## config.mk

```make
export PLATFORM = sky130hd
export DESIGN_NAME = fetch_queue_flat
export DESIGN_NICKNAME = d
export VERILOG_FILES = /design/src/rtl/fetch_queue_if.sv /design/src/rtl/fetch_queue.sv /design/src/flat_wrapper.sv
export SDC_FILE = /design/constraint.sdc
export NUM_CORES = 1
export LEC_CHECK = 0
export BUFFER_PORTS_ARGS = -buffer_cell sky130_fd_sc_hd__buf_2
export CAP_MARGIN = 25
export CELL_PAD_IN_SITES_DETAIL_PLACEMENT = 1
export CELL_PAD_IN_SITES_GLOBAL_PLACEMENT = 1
export CORE_ASPECT_RATIO = 1.4
export CORE_UTILIZATION = 40
export CTS_BUF_LIST = sky130_fd_sc_hd__clkbuf_8
export DETAILED_ROUTE_END_ITERATION = 8
export PLACE_DENSITY = 0.8
export REMOVE_ABC_BUFFERS = 1
export SLEW_MARGIN = 15
export SYNTH_ARGS = -nofsm -noshare
export SYNTH_HDL_FRONTEND = slang
export SYNTH_SLANG_ARGS = --single-unit
```

## constraint.sdc

```tcl
create_clock -name clk -period 2.9 [get_ports clk]
set_input_delay 0.29 -clock clk [delete_from_list [all_inputs] [get_ports clk]]
set_output_delay 0.29 -clock clk [all_outputs]
set_load 0.05 [all_outputs]
```

## src/rtl/fetch_queue_if.sv

```systemverilog
// Bundles the fetch front end's memory, pipeline-control and head-of-queue signals.
// master is the fetch queue itself; slave is the surrounding pipeline and memory.
interface fetch_queue_if #(
  parameter int unsigned CW = 3
) ();
  logic [31:0]   imem_addr;
  logic [31:0]   imem_inst;
  logic          redirect;
  logic [31:0]   redirect_pc;
  logic          stall;
  logic          out_valid;
  logic [31:0]   out_inst;
  logic [31:0]   out_pcnew;
  logic [CW-1:0] count;

  modport master (
    output imem_addr,
    output out_valid,
    output out_inst,
    output out_pcnew,
    output count,
    input  imem_inst,
    input  redirect,
    input  redirect_pc,
    input  stall
  );

  modport slave (
    input  imem_addr,
    input  out_valid,
    input  out_inst,
    input  out_pcnew,
    input  count,
    output imem_inst,
    output redirect,
    output redirect_pc,
    output stall
  );
endinterface

```

## src/rtl/fetch_queue.sv

```systemverilog
// Instruction fetch front end: owns the fetch PC and buffers each fetched instruction with its
// PC+4 in a small circular FIFO, so ID stalls no longer freeze fetch.
module fetch_queue #(
  parameter int unsigned DEPTH    = 4,
  parameter logic [31:0] RESET_PC = 32'h0000_0000,
  parameter int unsigned CW       = $clog2(DEPTH) + 1
) (
  input logic           clk,
  input logic           reset,
  fetch_queue_if.master bus
);
  localparam int unsigned   PW        = $clog2(DEPTH);
  localparam logic [CW-1:0] FullCount = CW'(DEPTH);

  logic [31:0]   instMem  [DEPTH];
  logic [31:0]   pcNewMem [DEPTH];
  logic [31:0]   fetchPc;
  logic [31:0]   fetchPcNext;
  logic [PW-1:0] rdPtr;
  logic [PW-1:0] wrPtr;
  logic [CW-1:0] occupancy;
  logic          headValid;
  logic          isFull;
  logic          pop;
  logic          push;

  always_comb begin
    headValid   = (occupancy != '0);
    isFull      = (occupancy == FullCount);
    pop         = headValid && !bus.stall && !bus.redirect;
    // A full queue still accepts a fetch when the head leaves in the same cycle.
    push        = !bus.redirect && (!isFull || pop);
    fetchPcNext = fetchPc + 32'd4;
  end

  always_ff @(posedge clk) begin
    if (reset) begin
      fetchPc   <= RESET_PC;
      rdPtr     <= '0;
      wrPtr     <= '0;
      occupancy <= '0;
    end else if (bus.redirect) begin
      fetchPc   <= bus.redirect_pc;
      rdPtr     <= '0;
      wrPtr     <= '0;
      occupancy <= '0;
    end else begin
      if (push) begin
        wrPtr   <= wrPtr + PW'(1);
        fetchPc <= fetchPcNext;
      end
      if (pop) begin
        rdPtr <= rdPtr + PW'(1);
      end
      if (push && !pop) begin
        occupancy <= occupancy + CW'(1);
      end else if (pop && !push) begin
        occupancy <= occupancy - CW'(1);
      end
    end
  end

  // Storage carries no reset; only entries between rdPtr and wrPtr are ever observed.
  always_ff @(posedge clk) begin
    if (!reset && push) begin
      instMem[wrPtr]  <= bus.imem_inst;
      pcNewMem[wrPtr] <= fetchPcNext;
    end
  end

  always_comb begin
    bus.imem_addr = fetchPc;
    bus.count     = occupancy;
    bus.out_valid = headValid;
    bus.out_inst  = headValid ? instMem[rdPtr] : 32'h0;
    bus.out_pcnew = headValid ? pcNewMem[rdPtr] : 32'h0;
  end

  assert property (@(posedge clk) disable iff (reset) occupancy <= FullCount);
  assert property (@(posedge clk) disable iff (reset) (pop && !push) |-> occupancy != '0);
endmodule

```

## src/flat_wrapper.sv

```systemverilog
// flat-port wrapper written by rule: the top's interface ports become plain ports
module fetch_queue_flat 
#(
  parameter int unsigned DEPTH    = 4,
  parameter logic [31:0] RESET_PC = 32'h0000_0000,
  parameter int unsigned CW       = $clog2(DEPTH) + 1
)
  (clk, reset, bus_imem_addr, bus_out_valid, bus_out_inst, bus_out_pcnew, bus_count, bus_imem_inst, bus_redirect, bus_redirect_pc, bus_stall);
  fetch_queue_if #(.CW(CW)) bus_i ();
  input logic clk;
  input logic reset;
  output wire logic [$bits(bus_i.imem_addr)-1:0] bus_imem_addr;
  output wire logic [$bits(bus_i.out_valid)-1:0] bus_out_valid;
  output wire logic [$bits(bus_i.out_inst)-1:0] bus_out_inst;
  output wire logic [$bits(bus_i.out_pcnew)-1:0] bus_out_pcnew;
  output wire logic [$bits(bus_i.count)-1:0] bus_count;
  input wire logic [$bits(bus_i.imem_inst)-1:0] bus_imem_inst;
  input wire logic [$bits(bus_i.redirect)-1:0] bus_redirect;
  input wire logic [$bits(bus_i.redirect_pc)-1:0] bus_redirect_pc;
  input wire logic [$bits(bus_i.stall)-1:0] bus_stall;
  assign bus_imem_addr = bus_i.imem_addr;
  assign bus_out_valid = bus_i.out_valid;
  assign bus_out_inst = bus_i.out_inst;
  assign bus_out_pcnew = bus_i.out_pcnew;
  assign bus_count = bus_i.count;
  assign bus_i.imem_inst = bus_imem_inst;
  assign bus_i.redirect = bus_redirect;
  assign bus_i.redirect_pc = bus_redirect_pc;
  assign bus_i.stall = bus_stall;
  fetch_queue #(.DEPTH(DEPTH), .RESET_PC(RESET_PC), .CW(CW)) u_core (.clk(clk), .reset(reset), .bus(bus_i));
endmodule
```

* Word-level counts from Yosys, hierarchy flattened
Memory sizes are Yosys's and may differ from the RTL's. A register that Yosys moved wholly into a read port is not among the register bits.
Cells that the tools add are included.
** Operators by class
- Add/subtract/negate cells :: 5
- Multiply operators :: 0
- Divide/modulo/power cells :: 0
- $lt $le $gt $ge :: 0
- Equality and inequality tests :: 1
- Shift-type cells :: 0
- Mux-type cells :: 12
- Bitwise logic cells :: 0
- Reductions and logical operators :: 17
** Operators by type and width (count)
- 32-bit two-way mux :: 4
- 32-bit by 3-bit adder with 32-bit output (second input constant) :: 1
- 2-bit two-way mux :: 4
- 1-bit logical AND :: 6
- 1-bit logical NOT :: 6
- 3-bit two-way mux :: 2
- 2-bit by 1-bit adder with 2-bit output (second input constant) :: 2
- 2-bit nonzero test :: 2
- 3-bit by 1-bit adder with 3-bit output (second input constant) :: 1
- 3-bit equality test (second input constant) :: 1
- 3-bit nonzero test :: 1
- 3-bit by 1-bit subtractor with 3-bit output (second input constant) :: 1
- 1-bit two-way mux :: 2
- 2-bit OR reduction :: 1
- 1-bit logical OR :: 1
** Storage, ports and cells
- Bits in registers :: 39
- Latch bits :: 0
- Bits in writable memories :: 256
- Bits in read-only memories :: 0
- Input port bits :: 68
- Output and inout bits :: 100
- Memories :: 2
** Memory list
- u_core.instMem :: words 4, width 32, read ports 1, clocked after Yosys merged registers in 1, write ports 1, line fetch_queue.sv:15 : logic [31:0] instMem [DEPTH];
- u_core.pcNewMem :: words 4, width 32, read ports 1, clocked after Yosys merged registers in 1, write ports 1, line fetch_queue.sv:16 : logic [31:0] pcNewMem [DEPTH];

* Logic depth before layout (Yosys ltp)
Gate-level depths: netlist (run 1).
- Word-level depth :: 9
- Depth in mapped cells :: 10
- Depth with buffers taken out :: 8

* Worst setup path before layout (run 1)
Ideal clock, no wire load.
- Path type :: flip-flop to flip-flop
- From :: reg u_core.occupancy[0], in the netlist u_core.bus.count[0]
- To :: mem u_core.instMem[0][0] (enable)
- Setup time :: 0.429 ns
- Arrival time :: 2.936 ns
- Required time :: 2.471 ns
- Slack :: -0.465 ns
- Stages on the path, launching flop included :: 4
- Path buffers :: 0
- Period minus slack after synthesis :: 3.365 ns
- Cells stage by stage :: dfxtp_1 > and4bb_2 > nor2_1 > and2_1
** On the way
- Word-level cells in the longest chain between the ends :: 8
- Elaborated cells on any way between the ends :: 10
- Classes of those cells :: eq/ne (1); mux (2); reduce/logical (7)
** Ends and longest elaborated chain
- start, declared :: line fetch_queue.sv:21 : logic [CW-1:0] occupancy;
- start signal, assigned :: line fetch_queue.sv:56 : occupancy <= occupancy + CW'(1);
- start signal, assigned :: line fetch_queue.sv:58 : occupancy <= occupancy - CW'(1);
- 3-bit nonzero test :: line fetch_queue.sv:28 : headValid = (occupancy != '0);
- 1-bit logical AND (2 in series) :: line fetch_queue.sv:30 : pop = headValid && !bus.stall && !bus.redirect;
- 1-bit logical OR (*) :: line fetch_queue.sv:32 : push = !bus.redirect && (!isFull || pop);
- 1-bit logical AND (*) :: line fetch_queue.sv:32
- 1-bit logical AND (*) :: line fetch_queue.sv:65 : if (!reset && push) begin
- 1-bit two-way mux (*) :: line fetch_queue.sv:65
- 1-bit two-way mux (not written as such) (*) :: line fetch_queue.sv:66 : instMem[wrPtr] <= bus.imem_inst;
- end, declared :: line fetch_queue.sv:15
Every way passes the cells marked *; elsewhere a longest branch is shown, timed or not.

==> results of run 1 <==
## cells by family after synthesis
logic type	count (synthesis)
flops	297
simple gates	195
mux	74
buf+inv	53
compound gates	48
xor+xnor	44
fa+ha+maj	7
## layer usage
layer | wire [um] | GRT usage
met2 | 15600 | 0.345
met1 | 11900 | 0.234
met5 | 0 | 0
met3 | 1300 | 0.0335
met4 | 799 | 0.0700
## power by group
group	switching, mW	internal [mW]
registers	0.0842	4.76
clock network	1.62	1.77
logic	0.791	0.354
## Yosys cell counts, drive strengths merged, types with 3 or more instances
cell / count
nor3: 4
and2: 71
and3: 9
clkbuf: 26
a22oi: 9
o21a: 4
a21oi: 9
nand4: 11
nor2: 32
nor4: 4
mux2i: 9
mux4: 64
dfxtp: 41
nand3: 16
nor2b: 13
nand2: 22
edfxtp: 256
a221o: 3
o21ai: 9
xnor2: 27
or3: 3
inv: 11
o2bb2ai: 7
xor2: 17
ha: 6
buf: 16
## final timing paths
path	start	cells past startpoint	slack, ns	to
max	flop	4	0.30	bus_out_inst[12]
min	bus_redirect_pc[7]	3	0.07	u_core.bus.imem_addr[7]
max reg2reg	u_core.bus.count[2]	8	0.41	u_core.bus.count[2]
min reg2reg	u_core.rdPtr[1]	2	0.51	flop
## worst max-delay path, cell delays in order (launching register included)
cell and delay (ns):
dfxtp_4 0.40, buf_12 0.29, mux4_2 0.58, and2_1 0.17, buf_2 0.21
## cell type report
cell class / instances / area [um^2] / share of cell area
inverters: 11 / 41.3 / 0.00273
clock buffers: 50 / 688 / 0.0455
repair buffers: 239 / 1630 / 0.108
flip-flops and latches: 297 / 8520 / 0.563
multi-input cells: 368 / 3570 / 0.236
clock inverters: 33 / 190 / 0.0126
well taps: 385 / 482 / 0.0319
## what timing repair did
action                                 CTS  global route
hold buffers                            51             0
resized for setup                        0             0
endpoints found under the hold margin  147             0
setup endpoints to repair                0             0
## flip-flops by register name (all words and copies together), names as in the netlist, named ones only
name                  cells
u_core.rdPtr              2
u_core.instMem          128
u_core.bus.count          3
u_core.bus.imem_addr     32
u_core.pcNewMem         128
u_core.wrPtr              2
## metrics by stage
step | instances | hold WS [ns]
final | 1383 | 0.0654
after global routing | 1383 | 0.0487
after CTS | 1383 | 0.00730
after detailed placement | 1249 | 0.502
after global placement | 1249 | 0.489
after floorplan | 676 | 0.362
==> metrics.txt, run 1 <==
Tightest Pin Transition about 0.65 ns; clock skew ~0.022 ns; initial antenna violation count 0; Final setup viols 0; H-tree depth 2; worst path required time about 2.6 ns; Synth area leaders edfxtp_1 (62%), mux4_2 (12%), dfxtp_1 (6.7%); crit path max fanout 40; Placer Congestion between 0.7 and 0.8; final wirelength 29600 um; initial core utilization 0.408; post-synthesis xor/xnor area fraction 0.0338; IO Count between 150 and 200; status finished, final reports clean; Total GRT Usage 0.194; sequential area share after synthesis 0.692; Post-Synth Adder-Cell Area 0.00773; drt via density ~5; post-synth top area share 0.625; placed cell areas 13700 um^2; vias in the first global route roughly 7800; full die area ~31000 um^2; Peak supply drop 0.348 mV; global-route wire length before repair ~45000 um; fmax roughly 380 MHz; gate count of the mapped netlist around 720; largest net degree at the start of global routing 66; hpwl dp around 19000 um; Main synth FF type edfxtp_1; DR DRC count 0; cell taking the most area after synthesis edfxtp_1; Core Util, Final 0.502; area grow syn2layout 22.9%; #FFs+latches synth slightly below 300; max cap viols 0; Hold Crit Class in -> reg; EDFF count, synth ~260; post-synthesis mux area share 0.125; count of pins over their slew limit 0; Synth warnings 0; total power around 9.4 mW; CP arrival about 2.3 ns; PortBufs between 150 and 200; routed vias about 7100; Final period util 0.897; Site Rows 75; CTS tree done; wire length per cell ~21 um; mapped cell area between 10000 and 15000 um^2; final hold vios 0; Pwr Density 621 nW/um^2; fillers approximately 2900; Root Buffer clkbuf_8; WS Path Type reg -> out; Post-synth ARST share 0; relative slew slack 0.567; Ant. Diodes 0; crit start category flop; Post-DRT Antenna Nets 0; height of the die roughly 210 um; clock slew at the register clock pins of the worst setup and hold paths roughly 0.060 ns; core area between 30000 and 40000 um^2; final instance area 15100 um^2; most common cell after layout, fill and taps aside edfxtp_1; clk_lat worst skew approximately 0.57 ns; ratio of cells with drive above 1 in the final layout 0.339; setup tns final 0 ns; simple-gate share of the synthesized area 0.0953; fin crit period ~2.6 ns; commonest cells after routing, fill and taps aside edfxtp_1 (256), buf_2 (167), and2_1 (67); Die Width 150 um; RSZ-0062 raised after global routing false; worst slack, placed roughly 0.54 ns; postcts setup bufs 0; remaining global-route overflow 0; nets slightly above 1000; leakage approximately 5.6 nW; post-synth cell types 49; initial DRC count 380; DR pass1 iterations 4; CTS Buf Count between 40 and 50; post-synthesis compound-gate area fraction 0.0274; synthesized area per cell around 17 um^2; Clock Path Buffers 3; largest family of logic cells by synthesized area multiplexers; Crit. End Element primary output; Final WS setup approximately 0.3 ns; clock sinks 297
Note: power is estimated with default switching activity, not from simulation.
==> inputs of run 2 (changes only) <==
- REMOVE_ABC_BUFFERS: 1 -> not set
==> metrics.txt, run 2 (synthesis results as in run 1) <==
Root Buffer clkbuf_8; commonest cells after routing, fill and taps aside edfxtp_1 (256), buf_2 (167), and2_1 (67); met1 Resource Use GR 0.237 (+0.00303); largest net degree at the start of global routing 66 (unchanged); final hold vios 0 (unchanged); total power 9.67 mW (+3.1%); nets 1039 (unchanged); Crit Reg-Reg Endpoint u_core.bus.imem_addr[26]; setup tns final 0 ns (unchanged); DR DRC count 0 (unchanged); CTS tree done; most common cell after layout, fill and taps aside edfxtp_1; initial DRC count 303 (-20%); WP buf/inv 2 (unchanged); Most Used Layer, Global Route met2; final wirelength 30100 um (+1.8%); clock skew 0.0258 ns (+0.00355 ns); drt via density 5.21 (+1.4%); area grow syn2layout 24.0%; clock slew at the register clock pins of the worst setup and hold paths 0.07 ns (about the same); leakage 5.60 nW (+0.56%); height of the die 209 um (unchanged); relative slew slack 0.549 (-0.0183); Crit path largest cell delay 0.65 ns (+0.07 ns); Top delay family on crit path flip-flops; Die Width 150 um (unchanged); clk_lat worst skew 0.57 ns (about the same); crit start category flop; global-route wire length before repair 46100 um (+2.1%); count of pins over their slew limit 0 (unchanged); GR Util met2 0.356 (+0.0107); DR pass1 iterations 4 (unchanged); core area 30100 um^2 (unchanged); fillers 2926 (-0.14%); final instance area 15300 um^2 (+0.92%); fin crit period 2.71 ns (+0.106 ns); worst path required time 2.61 ns (about the same); placed cell areas 13800 um^2 (+0.35%); Crit. End Element primary output; H-tree depth 2 (unchanged); Clk pwr share 0.379 (+0.018); Sequential Power Share 0.502 (-0.015); syn nets slightly below 800; Final period util 0.934 (+0.0367); hpwl dp 19600 um (+4.6%); routed vias 7218 (+1.6%); switch share 0.261 (-0.00536); Tightest Pin Transition 0.677 ns (+0.0287 ns); Post-DRT Antenna Nets 0 (unchanged); Logic pwr share 0.119 (-0.003); ratio of cells with drive above 1 in the final layout 0.346 (+0.00732); cells along the critical path buf_12 -> mux4_2 -> and2_1 -> buf_2; WS Path Type reg -> out; remaining global-route overflow 0 (unchanged); Final setup viols 0 (unchanged); cell with the largest stage delay on the worst path dfxtp_4; Finished Layout Cells 1385 (+0.14%); initial antenna violation count 0 (unchanged); wire length per cell 21.7 um (+1.6%); postcts setup bufs 0 (unchanged); r2r startpoint u_core.bus.imem_addr[2]; post_cts resized 0 (unchanged); Clock Path Buffers 3 (unchanged); fmax 369 MHz (-3.9%); CTS Buf Count 44 (-6.4%); PortBufs 167 (unchanged); GR Util met3 0.0324 (-0.00109); Peak supply drop 0.252 mV (-27%); crit path max fanout 20 (-50%); worst hold start bus_redirect_pc[21]; hold_buf cts 51 (unchanged); status finished, final reports clean; hold depth 3 (unchanged); hold path endpoint u_core.bus.imem_addr[21]; Pwr Density 634 nW/um^2 (+2.1%); internal power 7.15 mW (+3.8%); R2R depth 6 (-2); initial core utilization 0.408 (unchanged); max cap viols 0 (unchanged); setup slack, reg-to-reg 0.44 ns (+0.03 ns); Ant. Diodes 0 (unchanged); Sw Pwr 2.52 mW (+0.98%); placed cell count 1252 (+0.24%); CP arrival 2.42 ns (+0.11 ns); full die area 31500 um^2 (unchanged); vias in the first global route 7825 (+0.62%); Site Rows 75 (unchanged); Total GRT Usage 0.198 (+0.00409); Hold Crit Class in -> reg; IO Count 168 (unchanged); Placer Congestion 0.829 (+7.6%); clock sinks 297 (unchanged); RSZ-0062 raised after global routing false
run 2: changes by cell type in the layout (fill, tap and decap cells not counted), moves of 2 or more:
cell | before | now
clkinv_2 | 11 | 6
inv_1 | 23 | 20
bufinv_16 | 2 | 4
clkinvlp_4 | 0 | 5
buf_12 | 10 | 12
clkbuf_8 | 50 | 53
clkinv_1 | 8 | 5
run 2: worst max path at each step:
stage	cells after the start	endpoint	slack [ns]
after floorplan	3	u_core.instMem[0][0]	0.22
final	4	bus_out_pcnew[8]	0.19
after global placement	9	u_core.bus.count[2]	0.51
after detailed placement	6	u_core.bus.imem_addr[26]	0.48
after global routing	4	bus_out_inst[9]	0.02
after CTS	4	bus_out_pcnew[24]	0.1
run 2: area by class of cell:
| class | count | area, um^2 | share of cell area |
|---|---|---|---|
| Clock inverter | 29 | 240 | 0.0157 |
| Multi-Input combinational cell | 368 | 3570 | 0.234 |
| Clock buffer | 53 | 729 | 0.0478 |
| Sequential cell | 297 | 8520 | 0.558 |
| Tap cell | 385 | 482 | 0.0316 |
| Inverter | 11 | 41.3 | 0.00271 |
| Timing Repair Buffer | 242 | 1680 | 0.110 |
run 2: worst reg2reg max path, delay by kind of cell, from the launching register on:
kind | cells | cell delay [ns]
simple gates | 3 | 0.99
flops | 1 | 0.52
compound gates | 1 | 0.33
fa+ha+maj | 1 | 0.30
xor+xnor | 1 | 0.21
run 2: per-stage QoR:
stage                     setup WS [ns]  utilization  hold WS (ns)
after floorplan                   0.220            -         0.389
after global placement            0.513        0.457         0.489
after detailed placement          0.477        0.457         0.498
after CTS                        0.0988        0.507       0.00329
after global routing             0.0209        0.507        0.0226
final                             0.192        0.507        0.0523
run 2: layer usage:
layer / wire length [um] / vias to the layer above
li1: - / 3264
met1: 12000 / 3699
met2: 16100 / 205
met3: 1150 / 50
met4: 846 / 0
met5: 0 / -
run 2: power by group through the flow:
stage	Combinational [mW]	Sequential, mW	Clock [mW]
2_1_floorplan	0.666	5.02	0
3_3_place_gp	1.08	4.93	0
3_5_place_dp	1.10	4.94	0
4_1_cts	1.16	4.85	3.77
5_1_grt	1.21	4.86	3.92
6_report	1.15	4.85	3.67
==> inputs of run 3 (changes only) <==
- CORE_ASPECT_RATIO: 1.4 -> 0.6
- PLACE_DENSITY: 0.8 -> 0.78
- clock period: 2.9 -> 2.8 ns (I/O delays scaled with it)
==> metrics.txt, run 3 (synthesis results as in run 1) <==
most common cell after layout, fill and taps aside edfxtp_1; fmax ~380 MHz; DR pass1 iterations 5 (+1); met1 wire length 14600 um (+22%); Final period util 0.949; Clock Path Buffers 3 (unchanged); Pwr Density 634 nW/um^2 (about the same); syn nets 793 (unchanged); H-tree depth 2 (unchanged); worst path required time 2.52 ns (-0.09 ns); Top Layer Used met4; WL met3 1760 um (+52%); clock sinks 297 (unchanged); drt via density 5.20 (-0.23%); remaining global-route overflow 0 (unchanged); Die Width 228 um (+52%); crit path max fanout 23 (+15%); vias in the first global route 7741 (-1.1%); WP buf/inv 2 (unchanged); crit start category flop; largest net degree at the start of global routing 66 (unchanged); Top delay family on crit path flip-flops; Site Rows 49 (-35%); CTS Buf Count 46 (+4.5%); final wirelength 31000 um (+3.1%); fin crit period approximately 2.7 ns; Crit Reg-Reg Endpoint u_core.pcNewMem[2][26]; Tightest Pin Transition 0.860 ns (+0.183 ns); hold path endpoint u_core.bus.imem_addr[11]; WS Path Type reg -> out; clock skew 0.0224 ns (-0.00335 ns); RSZ-0062 raised after global routing false; initial antenna violation count 0 (unchanged); cell with the largest stage delay on the worst path dfxtp_4; r2r startpoint u_core.bus.count[0]; nets 1040 (+0.096%); CTS tree done; Post-DRT Antenna Nets 0 (unchanged); DR DRC count 0 (unchanged); relative slew slack 0.423 (-0.126); leakage 5.56 nW (-0.83%); clk_lat worst skew 0.58 ns (about the same); postcts setup bufs 0 (unchanged); full die area 31500 um^2 (about the same); Hold Crit Class in -> reg; CP arrival 2.38 ns (-0.04 ns); initial DRC count 469 (+55%); setup tns final 0 ns (unchanged); Peak supply drop 0.272 mV (+7.6%); clock slew at the register clock pins of the worst setup and hold paths 0.07 ns (about the same); Placer Congestion 0.836 (+0.92%); worst slack, placed 0.389 ns (-0.0880 ns); Crit. End Element primary output; ratio of cells with drive above 1 in the final layout 0.337 (-0.00866); initial core utilization 0.409 (about the same); commonest cells after routing, fill and taps aside edfxtp_1 (256), buf_2 (167), and2_1 (67); status finished, final reports clean; max cap viols 0 (unchanged); height of the die 138 um (-34%); wire length per cell 22.0 um (+1.4%); Ant. Diodes 0 (unchanged); count of pins over their slew limit 0 (unchanged); Total GRT Usage 0.204 (+0.00551); setup slack, reg-to-reg 0.37 ns (-0.07 ns); worst hold start bus_redirect_pc[11]; global-route wire length before repair 47500 um (+2.9%); Final setup viols 0 (unchanged); routed vias 7316 (+1.4%); IO Count 168 (unchanged); cells along the critical path buf_12 -> mux4_2 -> and2_1 -> buf_2; hold depth 3 (unchanged); Final WS setup 0.144 ns (-0.0477 ns); PortBufs 167 (unchanged); metal2 WL 14100 um (-13%); core area 30100 um^2 (about the same); final hold vios 0 (unchanged); R2R depth 4 (-2); Root Buffer clkbuf_8; area grow syn2layout 23.2%; hpwl dp 20500 um (+4.2%); Crit path largest cell delay 0.58 ns (-0.07 ns)
[run 3: cell types whose count changed in the layout (fill, tap and decap cells not counted)]
| cell | delta |
|---|---|
| inv_8 | +1 |
| inv_1 | +3 |
| buf_4 | -1 |
| clkinv_2 | +1 |
| clkinv_4 | +1 |
| clkbuf_8 | -5 |
| clkinv_1 | +5 |
| bufinv_16 | -3 |
| clkinvlp_4 | -3 |
[run 3: timing repair]
| item | in CTS | in global routing |
|---|---|---|
| endpoints found under the hold margin | 147 | 0 |
| gates resized for setup | 0 | 0 |
| hold buffers | 51 | 0 |
| setup endpoints to repair | 0 | 0 |
[run 3: per-stage QoR]
stage,util,total power [mW],area (um^2),std cells,hold WS [ns]
after floorplan,-,5.88,12300,718,0.379
after global placement,0.458,6.25,13800,1274,0.495
after detailed placement,0.458,6.28,13800,1274,0.497
after CTS,0.503,9.74,15200,1407,0.00364
after global routing,0.503,9.99,15200,1407,0.0222
final,0.503,9.61,15200,1407,0.0339
[run 3: how the worst max path moves through the flow]
stage	from	slack (ns)	to	depth (start not counted)
floorplan	u_core.bus.count[0]	0.12	u_core.instMem[0][0]	3
finish	flop	0.14	bus_out_inst[15]	4
global placement	u_core.bus.count[1]	0.51	u_core.bus.count[2]	8
CTS	flop	0.06	bus_out_inst[15]	4
detailed placement	u_core.bus.count[0]	0.39	u_core.pcNewMem[2][24]	4
global route	u_core.bus.count[0]	0.02	bus_out_pcnew[31]	4
[run 3: worst reg2reg max path, delay by kind of cell (launching register included)]
family | cells | cell delay (ns)
and+or+nand+nor | 3 | 1.37
DFF | 1 | 0.47
buffers and inverters | 1 | 0.28
[run 3: area by class of cell]
| class | count | area, um^2 |
|---|---|---|
| clock inverter | 34 | 183 |
| fill | 2955 | 14900 |
| tap | 408 | 510 |
| clock buffer | 48 | 661 |
| multi-input combinational | 368 | 3570 |
| inverter | 11 | 41.3 |
| sequential | 297 | 8520 |
| timing repair buffer | 241 | 1670 |
[run 3: layer usage]
metal / track usage / up-vias
li1: - / 3261
met1: 0.288 / 3783
met2: 0.317 / 228
met3: 0.0453 / 44
met4: 0.0589 / 0
met5: 0 / -
[run 3: report_power, final]
| part | total (mW) | internal (mW) | switching (mW) |
|---|---|---|---|
| registers | 5.03 | 4.93 | 0.0950 |
| clock network | 3.38 | 1.69 | 1.69 |
| logic | 1.20 | 0.371 | 0.830 |
